==> config.mk <==
export PLATFORM = sky130hd
export DESIGN_NAME = vga_sync_gen
export DESIGN_NICKNAME = d
export VERILOG_FILES = /design/src/rtl/vga_timing_pkg.sv /design/src/rtl/vga_axis_timer.sv /design/src/rtl/vga_sync_gen.sv
export SDC_FILE = /design/constraint.sdc
export NUM_CORES = 1
export LEC_CHECK = 0
export CAP_MARGIN = 20
export CORE_MARGIN = 2
export CORE_UTILIZATION = 55
export CTS_CLUSTER_SIZE = 12
export DETAILED_ROUTE_END_ITERATION = 10
export GPL_TIMING_DRIVEN = 0
export PLACE_DENSITY = 0.89
export SLEW_MARGIN = 15
export SYNTH_ARGS = -nofsm -noshare
export SYNTH_HDL_FRONTEND = slang
export SYNTH_SLANG_ARGS = --single-unit
==> constraint.sdc <==
create_clock -name clk -period 5.4 [get_ports clk]
set_clock_uncertainty 0.15 [all_clocks]
set_input_delay 1.62 -clock clk [delete_from_list [all_inputs] [get_ports clk]]
set_output_delay 1.62 -clock clk [all_outputs]
set_load 0.03 [all_outputs]
==> src/rtl/vga_timing_pkg.sv <==
// Default VGA timing sets (640x480@60, 800x600@60) and helpers deriving
// axis totals and active-area start offsets.
package vga_timing_pkg;

  typedef struct packed {
    int unsigned sync;
    int unsigned back;
    int unsigned active;
    int unsigned front;
  } axis_timing_t;

  localparam axis_timing_t VGA640_H = '{sync: 96,  back: 48, active: 640, front: 16};
  localparam axis_timing_t VGA640_V = '{sync: 2,   back: 33, active: 480, front: 10};
  localparam axis_timing_t SVGA_H   = '{sync: 128, back: 88, active: 800, front: 40};
  localparam axis_timing_t SVGA_V   = '{sync: 4,   back: 23, active: 600, front: 1};

  function automatic int unsigned axis_total(axis_timing_t t);
    return t.sync + t.back + t.active + t.front;
  endfunction

  function automatic int unsigned axis_active_start(axis_timing_t t);
    return t.sync + t.back;
  endfunction

endpackage

==> src/rtl/vga_axis_timer.sv <==
// One timing axis: a wrapping position counter with sync/active decode and
// active-relative coordinate. Decodes are combinational from the counter.
module vga_axis_timer
  import vga_timing_pkg::*;
#(
  parameter int unsigned W      = 11,
  parameter int unsigned SYNC   = 96,
  parameter int unsigned BACK   = 48,
  parameter int unsigned ACTIVE = 640,
  parameter int unsigned FRONT  = 16
) (
  input  logic         clk,
  input  logic         rst_n,
  input  logic         inc_i,
  output logic [W-1:0] count_o,
  output logic         wrap_c,
  output logic         sync_n_c,
  output logic         active_c,
  output logic [W-1:0] coord_c
);

  localparam axis_timing_t T   = '{sync: SYNC, back: BACK, active: ACTIVE, front: FRONT};
  localparam int unsigned TOTAL = axis_total(T);
  localparam int unsigned A0    = axis_active_start(T);
  localparam int unsigned A1    = A0 + ACTIVE;

  if (TOTAL > 2**W) begin : g_total_check
    $error("vga_axis_timer: total %0d does not fit in %0d bits", TOTAL, W);
  end

  logic [W-1:0] count_q, count_d;
  logic [W:0]   count_x;

  // Compares run one bit wider so an axis filling all 2^W positions still decodes.
  assign count_x  = {1'b0, count_q};
  assign wrap_c   = (count_x == (W+1)'(TOTAL - 1));
  assign sync_n_c = !(count_x < (W+1)'(SYNC));
  assign active_c = (count_x >= (W+1)'(A0)) && (count_x < (W+1)'(A1));
  assign coord_c  = active_c ? (count_q - W'(A0)) : '0;
  assign count_o  = count_q;

  always_comb begin
    count_d = count_q;
    if (inc_i) begin
      count_d = wrap_c ? '0 : (count_q + W'(1));
    end
  end

  always_ff @(posedge clk or negedge rst_n) begin
    if (!rst_n) begin
      count_q <= '0;
    end else begin
      count_q <= count_d;
    end
  end

endmodule

==> src/rtl/vga_sync_gen.sv <==
// Parametrised VGA timing generator with a per-frame shadowed overlay window.
// All outputs are registered and reflect the counter value of the previous pix_ce cycle.
module vga_sync_gen
  import vga_timing_pkg::*;
#(
  parameter int unsigned W        = 11,
  parameter int unsigned H_SYNC   = VGA640_H.sync,
  parameter int unsigned H_BACK   = VGA640_H.back,
  parameter int unsigned H_ACTIVE = VGA640_H.active,
  parameter int unsigned H_FRONT  = VGA640_H.front,
  parameter int unsigned V_SYNC   = VGA640_V.sync,
  parameter int unsigned V_BACK   = VGA640_V.back,
  parameter int unsigned V_ACTIVE = VGA640_V.active,
  parameter int unsigned V_FRONT  = VGA640_V.front,
  parameter logic        HS_POL   = 1'b0,
  parameter logic        VS_POL   = 1'b0
) (
  input  logic         clk,
  input  logic         rst_n,
  input  logic         pix_ce,
  input  logic [W-1:0] win_x,
  input  logic [W-1:0] win_y,
  input  logic [W-1:0] win_w,
  input  logic [W-1:0] win_h,
  output logic         hsync,
  output logic         vsync,
  output logic         de,
  output logic [W-1:0] col,
  output logic [W-1:0] row,
  output logic         line_start,
  output logic         frame_start,
  output logic         in_win,
  output logic [W-1:0] win_col,
  output logic [W-1:0] win_row
);

  logic [W-1:0] h_count, v_count, h_coord, v_coord;
  logic         h_wrap, h_sync_n, h_active;
  logic         v_wrap_unused, v_sync_n, v_active;
  logic         v_inc;

  assign v_inc = h_wrap & pix_ce;

  vga_axis_timer #(
    .W(W), .SYNC(H_SYNC), .BACK(H_BACK), .ACTIVE(H_ACTIVE), .FRONT(H_FRONT)
  ) u_h_timer (
    .clk      (clk),
    .rst_n    (rst_n),
    .inc_i    (pix_ce),
    .count_o  (h_count),
    .wrap_c   (h_wrap),
    .sync_n_c (h_sync_n),
    .active_c (h_active),
    .coord_c  (h_coord)
  );

  vga_axis_timer #(
    .W(W), .SYNC(V_SYNC), .BACK(V_BACK), .ACTIVE(V_ACTIVE), .FRONT(V_FRONT)
  ) u_v_timer (
    .clk      (clk),
    .rst_n    (rst_n),
    .inc_i    (v_inc),
    .count_o  (v_count),
    .wrap_c   (v_wrap_unused),
    .sync_n_c (v_sync_n),
    .active_c (v_active),
    .coord_c  (v_coord)
  );

  logic         hsync_q, hsync_d, vsync_q, vsync_d, de_q, de_d;
  logic         line_start_q, line_start_d, frame_start_q, frame_start_d;
  logic         in_win_q, in_win_d;
  logic [W-1:0] col_q, col_d, row_q, row_d, win_col_q, win_col_d, win_row_q, win_row_d;
  logic [W-1:0] sx_q, sx_d, sy_q, sy_d, sw_q, sw_d, sh_q, sh_d;
  logic [W:0]   x_end, y_end;

  // Output decode and shadow reload; window bounds summed at W+1 bits to avoid wrap.
  always_comb begin
    hsync_d       = h_sync_n ? ~HS_POL : HS_POL;
    vsync_d       = v_sync_n ? ~VS_POL : VS_POL;
    de_d          = h_active && v_active;
    col_d         = de_d ? h_coord : '0;
    row_d         = de_d ? v_coord : '0;
    line_start_d  = (h_count == '0);
    frame_start_d = line_start_d && (v_count == '0);
    x_end         = {1'b0, sx_q} + {1'b0, sw_q};
    y_end         = {1'b0, sy_q} + {1'b0, sh_q};
    in_win_d      = de_d
                    && (col_d >= sx_q) && ({1'b0, col_d} < x_end)
                    && (row_d >= sy_q) && ({1'b0, row_d} < y_end);
    win_col_d     = in_win_d ? (col_d - sx_q) : '0;
    win_row_d     = in_win_d ? (row_d - sy_q) : '0;
    sx_d          = frame_start_d ? win_x : sx_q;
    sy_d          = frame_start_d ? win_y : sy_q;
    sw_d          = frame_start_d ? win_w : sw_q;
    sh_d          = frame_start_d ? win_h : sh_q;
  end

  always_ff @(posedge clk or negedge rst_n) begin
    if (!rst_n) begin
      hsync_q       <= ~HS_POL;
      vsync_q       <= ~VS_POL;
      de_q          <= 1'b0;
      col_q         <= '0;
      row_q         <= '0;
      line_start_q  <= 1'b0;
      frame_start_q <= 1'b0;
      in_win_q      <= 1'b0;
      win_col_q     <= '0;
      win_row_q     <= '0;
      sx_q          <= '0;
      sy_q          <= '0;
      sw_q          <= '0;
      sh_q          <= '0;
    end else if (pix_ce) begin
      hsync_q       <= hsync_d;
      vsync_q       <= vsync_d;
      de_q          <= de_d;
      col_q         <= col_d;
      row_q         <= row_d;
      line_start_q  <= line_start_d;
      frame_start_q <= frame_start_d;
      in_win_q      <= in_win_d;
      win_col_q     <= win_col_d;
      win_row_q     <= win_row_d;
      sx_q          <= sx_d;
      sy_q          <= sy_d;
      sw_q          <= sw_d;
      sh_q          <= sh_d;
    end
  end

  assign hsync       = hsync_q;
  assign vsync       = vsync_q;
  assign de          = de_q;
  assign col         = col_q;
  assign row         = row_q;
  assign line_start  = line_start_q;
  assign frame_start = frame_start_q;
  assign in_win      = in_win_q;
  assign win_col     = win_col_q;
  assign win_row     = win_row_q;

endmodule
Word-level counts from Yosys, hierarchy flattened
Cells that the tools add are included.
{ "word_totals": {"ff_bits": 116, "latch_bits": 0, "ramBits": 0, "rom_bits": 0, "in_bits": 47, "output_inout_bits": 50, "wordCells": 58, "memories": 0} }
{ "classes": {"add_sub_neg": 8, "n_mul": 0, "n_div": 0, "magnitude_cmp": 10, "n_eq_ne": 2, "n_shift": 0, "mux": 10, "n_bitwise": 1, "reduce_logical": 11} }
{ "op_table": {"columns": ["op", "n"], "rows": [
  ["11-bit two-way mux", 8],
  ["11-bit by 11-bit adder with 12-bit output", 2],
  ["11-bit by 12-bit < comparator with 1-bit output", 2],
  ["11-bit by 1-bit adder with 11-bit output, second input constant", 2],
  ["11-bit by 10-bit equality test with 1-bit output, second input constant", 2],
  ["11-bit greater-or-equal comparator", 2],
  ["11-bit zero test", 2],
  ["11-bit by 10-bit < comparator with 1-bit output, second input constant", 2],
  ["11-bit subtractor", 2],
  ["11-bit by 6-bit greater-or-equal comparator with 1-bit output, second input constant", 1],
  ["11-bit by 8-bit greater-or-equal comparator with 1-bit output, second input constant", 1],
  ["11-bit by 2-bit < comparator with 1-bit output, second input constant", 1],
  ["11-bit by 7-bit < comparator with 1-bit output, second input constant", 1],
  ["11-bit by 6-bit subtractor with 11-bit output, second input constant", 1],
  ["11-bit by 8-bit subtractor with 11-bit output, second input constant", 1],
  ["1-bit logical AND", 8],
  ["1-bit two-way mux", 2],
  ["2-bit AND reduction", 1],
  ["1-bit bitwise AND", 1]
]} }

Depth between registers and ports, before layout
Gate-level depths: netlist (run 1).
{ "depth": {"ltp_word": 10, "ltp_mapped": 20, "ltp_nobuf": 19} }

Modules after synthesis
A second synthesis (run 1) with hierarchy kept.
{ "unflattened": {"cells_unflattened": 813, "area_unflattened_um2": 8032.7} }
{ "by_module_without_submodules": {"columns": ["module", "instances", "cells_each", "area_per_inst_um2", "seq_area_each_um2"], "rows": [
  ["vga_sync_gen", 1, 618, 6379.9, 2354.8],
  ["vga_axis_timer (u_v_timer)", 1, 100, 830.8, 275.3],
  ["vga_axis_timer (u_h_timer)", 1, 95, 822.0, 275.3]
]} }

Least setup slack after synthesis (run 1)
Ideal clock, no wire load.
{ "synth_timing": {"path_type": "reg2reg", "startpoint": "reg u_v_timer.count_q[0] (netlist: u_v_timer.count_o[0])", "endpoint": "reg win_col_q[10] (netlist: win_col[10])", "setup_time_ns": 0.123, "arrival_time_ns": 4.175, "required_ns": 5.127, "path_slack_ns": 0.952, "stages_incl_launch_ff": 18, "path_buffers": 1, "synth_period_minus_slack_ns": 4.448, "path_cell_list": "dfrtp_1 ha_1 or4_1 o21ai_1 a22oi_2 nand2_1 clkbuf_1 nor2_1 fa_1 a21o_1 a21oi_1 o21ai_0 a21oi_1 o21ai_0 a41o_1 a21oi_1 xor2_1 o2bb2ai_1"} }
{ "synth_via": {"elab_chain_len": 10, "elab_cells_between_ends": 18, "classes_between": "add/sub: 2; order compare: 6; mux: 4; reduce/logical: 6"} }
{ "synth_rtl": {"columns": ["item", "line_no", "text"], "rows": [
  ["start: declaration", "vga_axis_timer.sv:31", "logic [W-1:0] count_q, count_d;"],
  ["start signal: assignment", "vga_axis_timer.sv:53", "count_q <= count_d;"],
  ["11-bit by 6-bit greater-or-equal comparator with 1-bit output / 11-bit by 10-bit < comparator with 1-bit output (equally long branches)", "vga_axis_timer.sv:38", "assign active_c = (count_x >= (W+1)'(A0)) && (count_x < (W+1)'(A1));"],
  ["1-bit logical AND *", "vga_axis_timer.sv:38", null],
  ["1-bit logical AND *", "vga_sync_gen.sv:81", "de_d = h_active && v_active;"],
  ["11-bit two-way mux *", "vga_sync_gen.sv:82", "col_d = de_d ? h_coord : '0;"],
  ["named net col_d[1]", "vga_sync_gen.sv:73", "logic [W-1:0] col_q, col_d, row_q, row_d, win_col_q, win_col_d, win_row_q, win_row_d;"],
  ["11-bit greater-or-equal comparator", "vga_sync_gen.sv:89", "&& (col_d >= sx_q) && ({1'b0, col_d} < x_end)"],
  ["1-bit logical AND (2 in series)", "vga_sync_gen.sv:89", null],
  ["1-bit logical AND (2 in series)", "vga_sync_gen.sv:90", "&& (row_d >= sy_q) && ({1'b0, row_d} < y_end);"],
  ["11-bit two-way mux *", "vga_sync_gen.sv:91", "win_col_d = in_win_d ? (col_d - sx_q) : '0;"],
  ["end signal: assignment", "vga_sync_gen.sv:124", "win_col_q <= win_col_d;"],
  ["end: declaration", "vga_sync_gen.sv:73", null]
]} }
The timed path passes the listed nets; every way through them passes the cells marked *.
A chain may end at the register's enable or synchronous reset.

Final worst setup path (run 1)
Same ends and word-level chain as after synthesis.

==> results of run 1 <==
synth_stat cells (5+ instances only):
master and number:
a21o_1 12, a21oi_1 41, a31oi_1 9, and3_1 6, clkbuf_1 21, dfrtp_1 114, ha_1 68, inv_1 53
mux2_2 45, nand2_1 53, nand2b_1 8, nand3_1 16, nand4_1 7, nor2_1 47, nor2b_1 8, nor3_1 21
nor4_1 7, o21a_1 5, o21ai_0 59, o21bai_1 9, o2bb2ai_1 21, o31ai_1 5, or2_2 5, xnor2_1 29
xor2_1 20
report_power, final:
group | leakage, nW | internal, mW | switching [mW] | total, mW
logic | 2.65 | 0.309 | 0.405 | 0.713
clock network | 0.286 | 0.725 | 0.405 | 1.13
registers | 1.50 | 0.929 | 0.0611 | 0.990
total | 4.43 | 1.96 | 0.871 | 2.83
sequential cells by signal (all words and copies together) (netlist names):
name               cells
vsync                  1
frame_start            1
line_start             1
sy_q                  11
col                   11
de                     1
sw_q                  11
u_h_timer.count_o     11
sx_q                  11
in_win                 1
win_row               11
row                   11
win_col               11
hsync                  1
u_v_timer.count_o     11
sh_q                  11
per-stage QoR:
step	util [%]	instances	setup slack, ps	total power [mW]
global route	70.2	1073	40.2	2.97
detailed placement	65.7	1041	-38.0	1.69
global placement	65.5	1040	-1840	1.66
CTS	70.1	1073	74.3	2.83
floorplan	-	769	952	1.49
finish	70.2	1073	320	2.83
per-layer routing:
layer	up-vias	wire (um)	GRT usage (%)
met1	3054	8270	35.1
met2	234	9350	45.7
li1	3009	-	-
met3	64	1090	4.70
met5	-	0	0
met4	0	740	13.7
what timing repair did:
action | in CTS | in global routing
setup endpoints to repair | 1 | 22
hold buffers | 0 | 0
gates resized for setup | 1 | 3
worst paths after layout:
path,slack (ps),endpoint,depth (start not counted)
worst max-delay path,320,win_col[10],17
worst min-delay path,330,win_col[2],1
worst max register to register,320,win_col[10],17
worst min register to register,330,win_col[2],1
max in group asynchronous,3400,vsync,2
min in group asynchronous,990,col[8],1
cells by family after synthesis:
family          count (synthesis)  share of synthesized area, %
buf+inv                        81                          4.35
simple gates                  201                          13.7
xor+xnor                       50                          6.00
flops                         116                          38.6
compound gates                199                          17.6
mux                            48                          7.13
fa+ha+maj                      74                          12.6
worst max-delay path, delay by kind of cell, from the launching register on:
kind,cells,cell delay [ps]
compound gates,10,1970
simple gates,3,1000
fa+ha+maj,2,800
flops,1,470
buf+inv,1,270
xor+xnor,1,270
area by class of cell:
| class | count | share of cell area (%) |
|---|---|---|
| Timing Repair Buffer | 96 | 10.5 |
| Sequential cell | 116 | 31.1 |
| Buffer | 27 | 1.35 |
| Multi-Input combinational cell | 572 | 46.2 |
| Tap cell | 176 | 2.36 |
| Clock buffer | 24 | 5.27 |
| Clock inverter | 8 | 1.06 |
| Inverter | 54 | 2.17 |
==> impl_metrics.json, run 1 <==
{
  "layout_common_cells": "dfrtp_1 (114), clkdlybuf4s50_1 (94), ha_1 (68)",
  "die_h_um": 121,
  "dieArea_um2": 14600,
  "final_max_slew_viol_count": 0,
  "ys_top_cells_by_area": "dfrtp_1 (38%), ha_1 (11%), mux2_2 (6.7%)",
  "critical-path-max-stage-delay_ps": 620,
  "place.port_buffers": 95,
  "drc_errors": 0,
  "ant_nets": 0,
  "grt_max_degree": 61,
  "whs_ps": 332,
  "die_x_um": 121,
  "grt_usage_pct": 27.7,
  "placed_area_um2": 8730,
  "wl_per_cell_um": 18.1,
  "irDropWorstVdd_uv": 212,
  "viasPerCell": 5.93,
  "nets": 1003,
  "drt_iter0_drc": 459,
  "max_slew.worst_pin.slew_ps": 1040,
  "period_minus_slack_ps": 5080,
  "rows": 42,
  "start_util_pct": 56.6,
  "clkTransAtPathRegs_ps": 60,
  "cp_max_fo": 10,
  "path_class": "reg2reg",
  "dr.pass1.iters": 5,
  "setup.worst_path.start_class": "flip-flop",
  "hold_start": "win_col[2]",
  "grt_remaining_overflow": 0,
  "worstPathArrival_ps": 5240,
  "routed_wl_um": 19400,
  "tns_ps": 0,
  "period_share_pct": 94.1,
  "syn_avg_cell_area_um2": 9.79,
  "gp_congestion": 0.918,
  "cts_setup_buffers": 0,
  "cap_violations": 0,
  "final_area_um2": 9330,
  "synth_cell_types": 70,
  "synth_edf_count": 0,
  "grt_antenna_before_repair": 0,
  "num_io_pins": 97,
  "cpMaxStageDelayCell": "or4_1",
  "r2r_start": "u_v_timer.count_o[0]",
  "cp-end-kind": "flip-flop",
  "clock_path_buffers": 2,
  "postSynthCellCount": 769,
  "max_freq_mhz": 197,
  "path_cells": "ha_1 > or4_1 > o21ai_1 > a22oi_2 > nand2_4 > clkbuf_2 > nor2_1 > fa_1 > a21o_1 > a21oi_2 > o21ai_0 > a21oi_1 > o21ai_0 > a41o_1 > a21oi_1 > xor2_1 > o2bb2ai_1",
  "antenna_cells": 0,
  "ys_ff_latch": 116,
  "grt_pass1_wl_um": 31300,
  "fillers": 983,
  "cts_tree": "built",
  "vias": 6361,
  "yosysSeqAreaShare_pct": 38.6,
  "required_ps": 5560,
  "pwr_density_cell_nw_per_um2": 304,
  "worstHoldPathType": "reg2reg",
  "syn-num-nets": 888,
  "yosysWarningCount": 0,
  "area_growth_pct": 23.9,
  "cts_made_buffers": 17,
  "p_leak_nw": 4.43,
  "synth_flop_cell": "dfrtp_1",
  "setup_violations": 0,
  "yosys.area.top_type": "dfrtp_1",
  "status": "complete, no violations",
  "finalHoldViolCount": 0,
  "clk_latency_ps": 430,
  "htree_levels": 4,
  "final_common_cell": "dfrtp_1",
  "multi_input_area_um2": 4310,
  "drive_gt1_share_pct": 11.7,
  "register_area_um2": 2910,
  "slew_headroom_pct": 29.9,
  "crit_start": "u_v_timer.count_o[0]",
  "synth.cell_area_um2": 7530,
  "cts.sinks": 116,
  "netlist.area_leader.share_pct": 37.9,
  "async_flop_share_pct": 100,
  "rsz0062_at_grt": "false",
  "first_global_vias": 6341,
  "root_buffer": "clkbuf_16",
  "core_um2": 13300,
  "dp_hpwl_um": 14300
}
Note: power is estimated with default switching activity, not from simulation.
==> inputs of run 2 (changes only) <==
==> constraint.sdc (replaced) <==
create_clock -name clk -period 5.6 [get_ports clk]
set_clock_uncertainty 0.15 [all_clocks]
set_input_delay 1.68 -clock clk [delete_from_list [all_inputs] [get_ports clk]]
set_output_delay 1.68 -clock clk [all_outputs]
set_load 0.03 [all_outputs]
==> run 2 against run 1 <==
  * Clock power decreased by 4%
  * Routed wire length increased by 0.16%
  * Power shrank 3.5%
  * Critical path type unchanged
  * Largest power group unchanged
  * Non-clock buffer count stayed put
==> impl_metrics.json, run 2 (same netlist as run 1, synthesis figures left out) <==
{
  "grt_usage_pct": 27.7,
  "stdcell_count": 1073,
  "power_frac_clock_pct": 39.9,
  "multi_input_area_um2": 4300,
  "status": "complete, no violations",
  "r2r_start": "u_v_timer.count_o[0]",
  "root_buffer": "clkbuf_16",
  "cp-end-kind": "flip-flop",
  "grt_antenna_before_repair": 0,
  "viasPerCell": 5.92,
  "die_h_um": 121,
  "area_growth_pct": 23.8,
  "rows": 42,
  "reg2regPathDepth": 17,
  "htree_levels": 4,
  "swShare_pct": 30.8,
  "register_area_um2": 2910,
  "routed_wl_um": 19500,
  "pwr-share-seq_pct": 34.9,
  "cpLargestDelayFamily": "compound AO/OA/AOI/OAI gates",
  "cap_violations": 0,
  "dr.pass1.iters": 5,
  "fillers": 987,
  "crit_start": "u_v_timer.count_o[0]",
  "placed_area_um2": 8730,
  "max_freq_mhz": 190,
  "wl_per_cell_um": 18.2,
  "cp_num_buf_inv": 1,
  "first_global_vias": 6341,
  "num_io_pins": 97,
  "start_util_pct": 56.6,
  "cp_max_fo": 10,
  "rsz0062_at_grt": "false",
  "path_class": "reg2reg",
  "p_leak_nw": 4.42,
  "cpMaxStageDelayCell": "or4_1",
  "slew_headroom_pct": 25.2,
  "max_slew.worst_pin.slew_ps": 1110,
  "cts_made_buffers": 17,
  "antenna_cells": 0,
  "critical-path-max-stage-delay_ps": 620,
  "endpoint": "win_col[10]",
  "reg2reg_slack_ps": 340,
  "ant_nets": 0,
  "period_share_pct": 94.0,
  "required_ps": 5760,
  "grt_pass1_wl_um": 31300,
  "clk_latency_ps": 430,
  "utilization_pct": 70.1,
  "dp_hpwl_um": 14300,
  "gp_congestion": 0.918,
  "finalHoldViolCount": 0,
  "die_x_um": 121,
  "power.switching_mw": 0.842,
  "drt_iter0_drc": 438,
  "nets": 1003,
  "vias": 6348,
  "pwr_density_cell_nw_per_um2": 293,
  "worstPathArrival_ps": 5420,
  "worstSetupPathDepth": 17,
  "dieArea_um2": 14600,
  "setup.worst_path.start_class": "flip-flop",
  "final_common_cell": "dfrtp_1",
  "cts_tree": "built",
  "irDropWorstVdd_uv": 204,
  "place.port_buffers": 95,
  "drive_gt1_share_pct": 11.6,
  "clock_path_buffers": 2,
  "grt_remaining_overflow": 0,
  "r2r-end": "win_col[10]",
  "power_frac_comb_pct": 25.2,
  "worstHoldPathType": "reg2reg",
  "whs_ps": 333,
  "clkTransAtPathRegs_ps": 60,
  "postCtsHoldBufs": 0,
  "grt_max_degree": 61,
  "place_inst": 1041,
  "final_max_slew_viol_count": 0,
  "power_mw": 2.73,
  "cp_common_cell": "a21oi_1",
  "power.internal_mw": 1.89,
  "final_area_um2": 9330,
  "path_cells": "ha_1 > or4_1 > o21ai_1 > a22oi_2 > nand2_2 > clkbuf_2 > nor2_1 > fa_1 > a21o_1 > a21oi_1 > o21ai_0 > a21oi_1 > o21ai_0 > a41o_1 > a21oi_1 > xor2_1 > o2bb2ai_1",
  "setup_violations": 0,
  "cts.sinks": 116,
  "layout_common_cells": "dfrtp_1 (114), clkdlybuf4s50_1 (94), ha_1 (68)",
  "drc_errors": 0,
  "core_um2": 13300,
  "period_minus_slack_ps": 5260
}
-- run 2: changes by cell type in the layout (fill, tap and decap cells not counted) --
cell     before  now
a21oi_2       2    1
a21oi_1      40   41
nand2_4       1    0
nand2_2       0    1
-- run 2: final cells by class --
class	count	share of cell area, %
clock inverters	8	1.06
plain buffers	27	1.36
clock buffers	24	5.27
inverters	54	2.17
well taps	176	2.36
repair buffers	96	10.5
flip-flops and latches	116	31.2
multi-input cells	572	46.1
-- run 2: metal layers --
layer  share of wire, %  wire, um  track usage [%]
met3                5.6      1100             4.70
met5                  0         0                0
met4                3.4       660             13.7
met1                 42      8260             35.1
met2                 49      9460             45.7
-- run 2: per-stage QoR --
step           TNS, ps  setup slack (ps)
2_1_floorplan        0              1150
3_3_place_gp   -193110             -1700
3_5_place_dp         0               162
4_1_cts              0              77.4
5_1_grt              0              36.6
6_report             0               337
-- run 2: power by group through the flow --
stage / Sequential, mW / Combinational (mW) / Clock, mW
after CTS: 0.953 / 0.680 / 1.10
after global placement: 0.964 / 0.640 / 0
after global routing: 0.958 / 0.762 / 1.14
final: 0.955 / 0.688 / 1.09
after floorplan: 0.959 / 0.482 / 0
after detailed placement: 0.966 / 0.664 / 0
-- run 2: worst min path at each step --
stage,end,cells past startpoint,start
after floorplan,sh_q[0],1,sh_q[0]
after global placement,col[4],2,col[4]
after detailed placement,win_row[2],1,win_row[2]
after CTS,win_col[2],1,win_col[2]
after global routing,win_col[2],1,win_col[2]
final,win_col[2],1,win_col[2]
-- run 2: what timing repair did --
item | CTS | global route
buffers inserted | 0 | 0
resized for setup | 0 | 3
setup endpoints to repair | 0 | 8
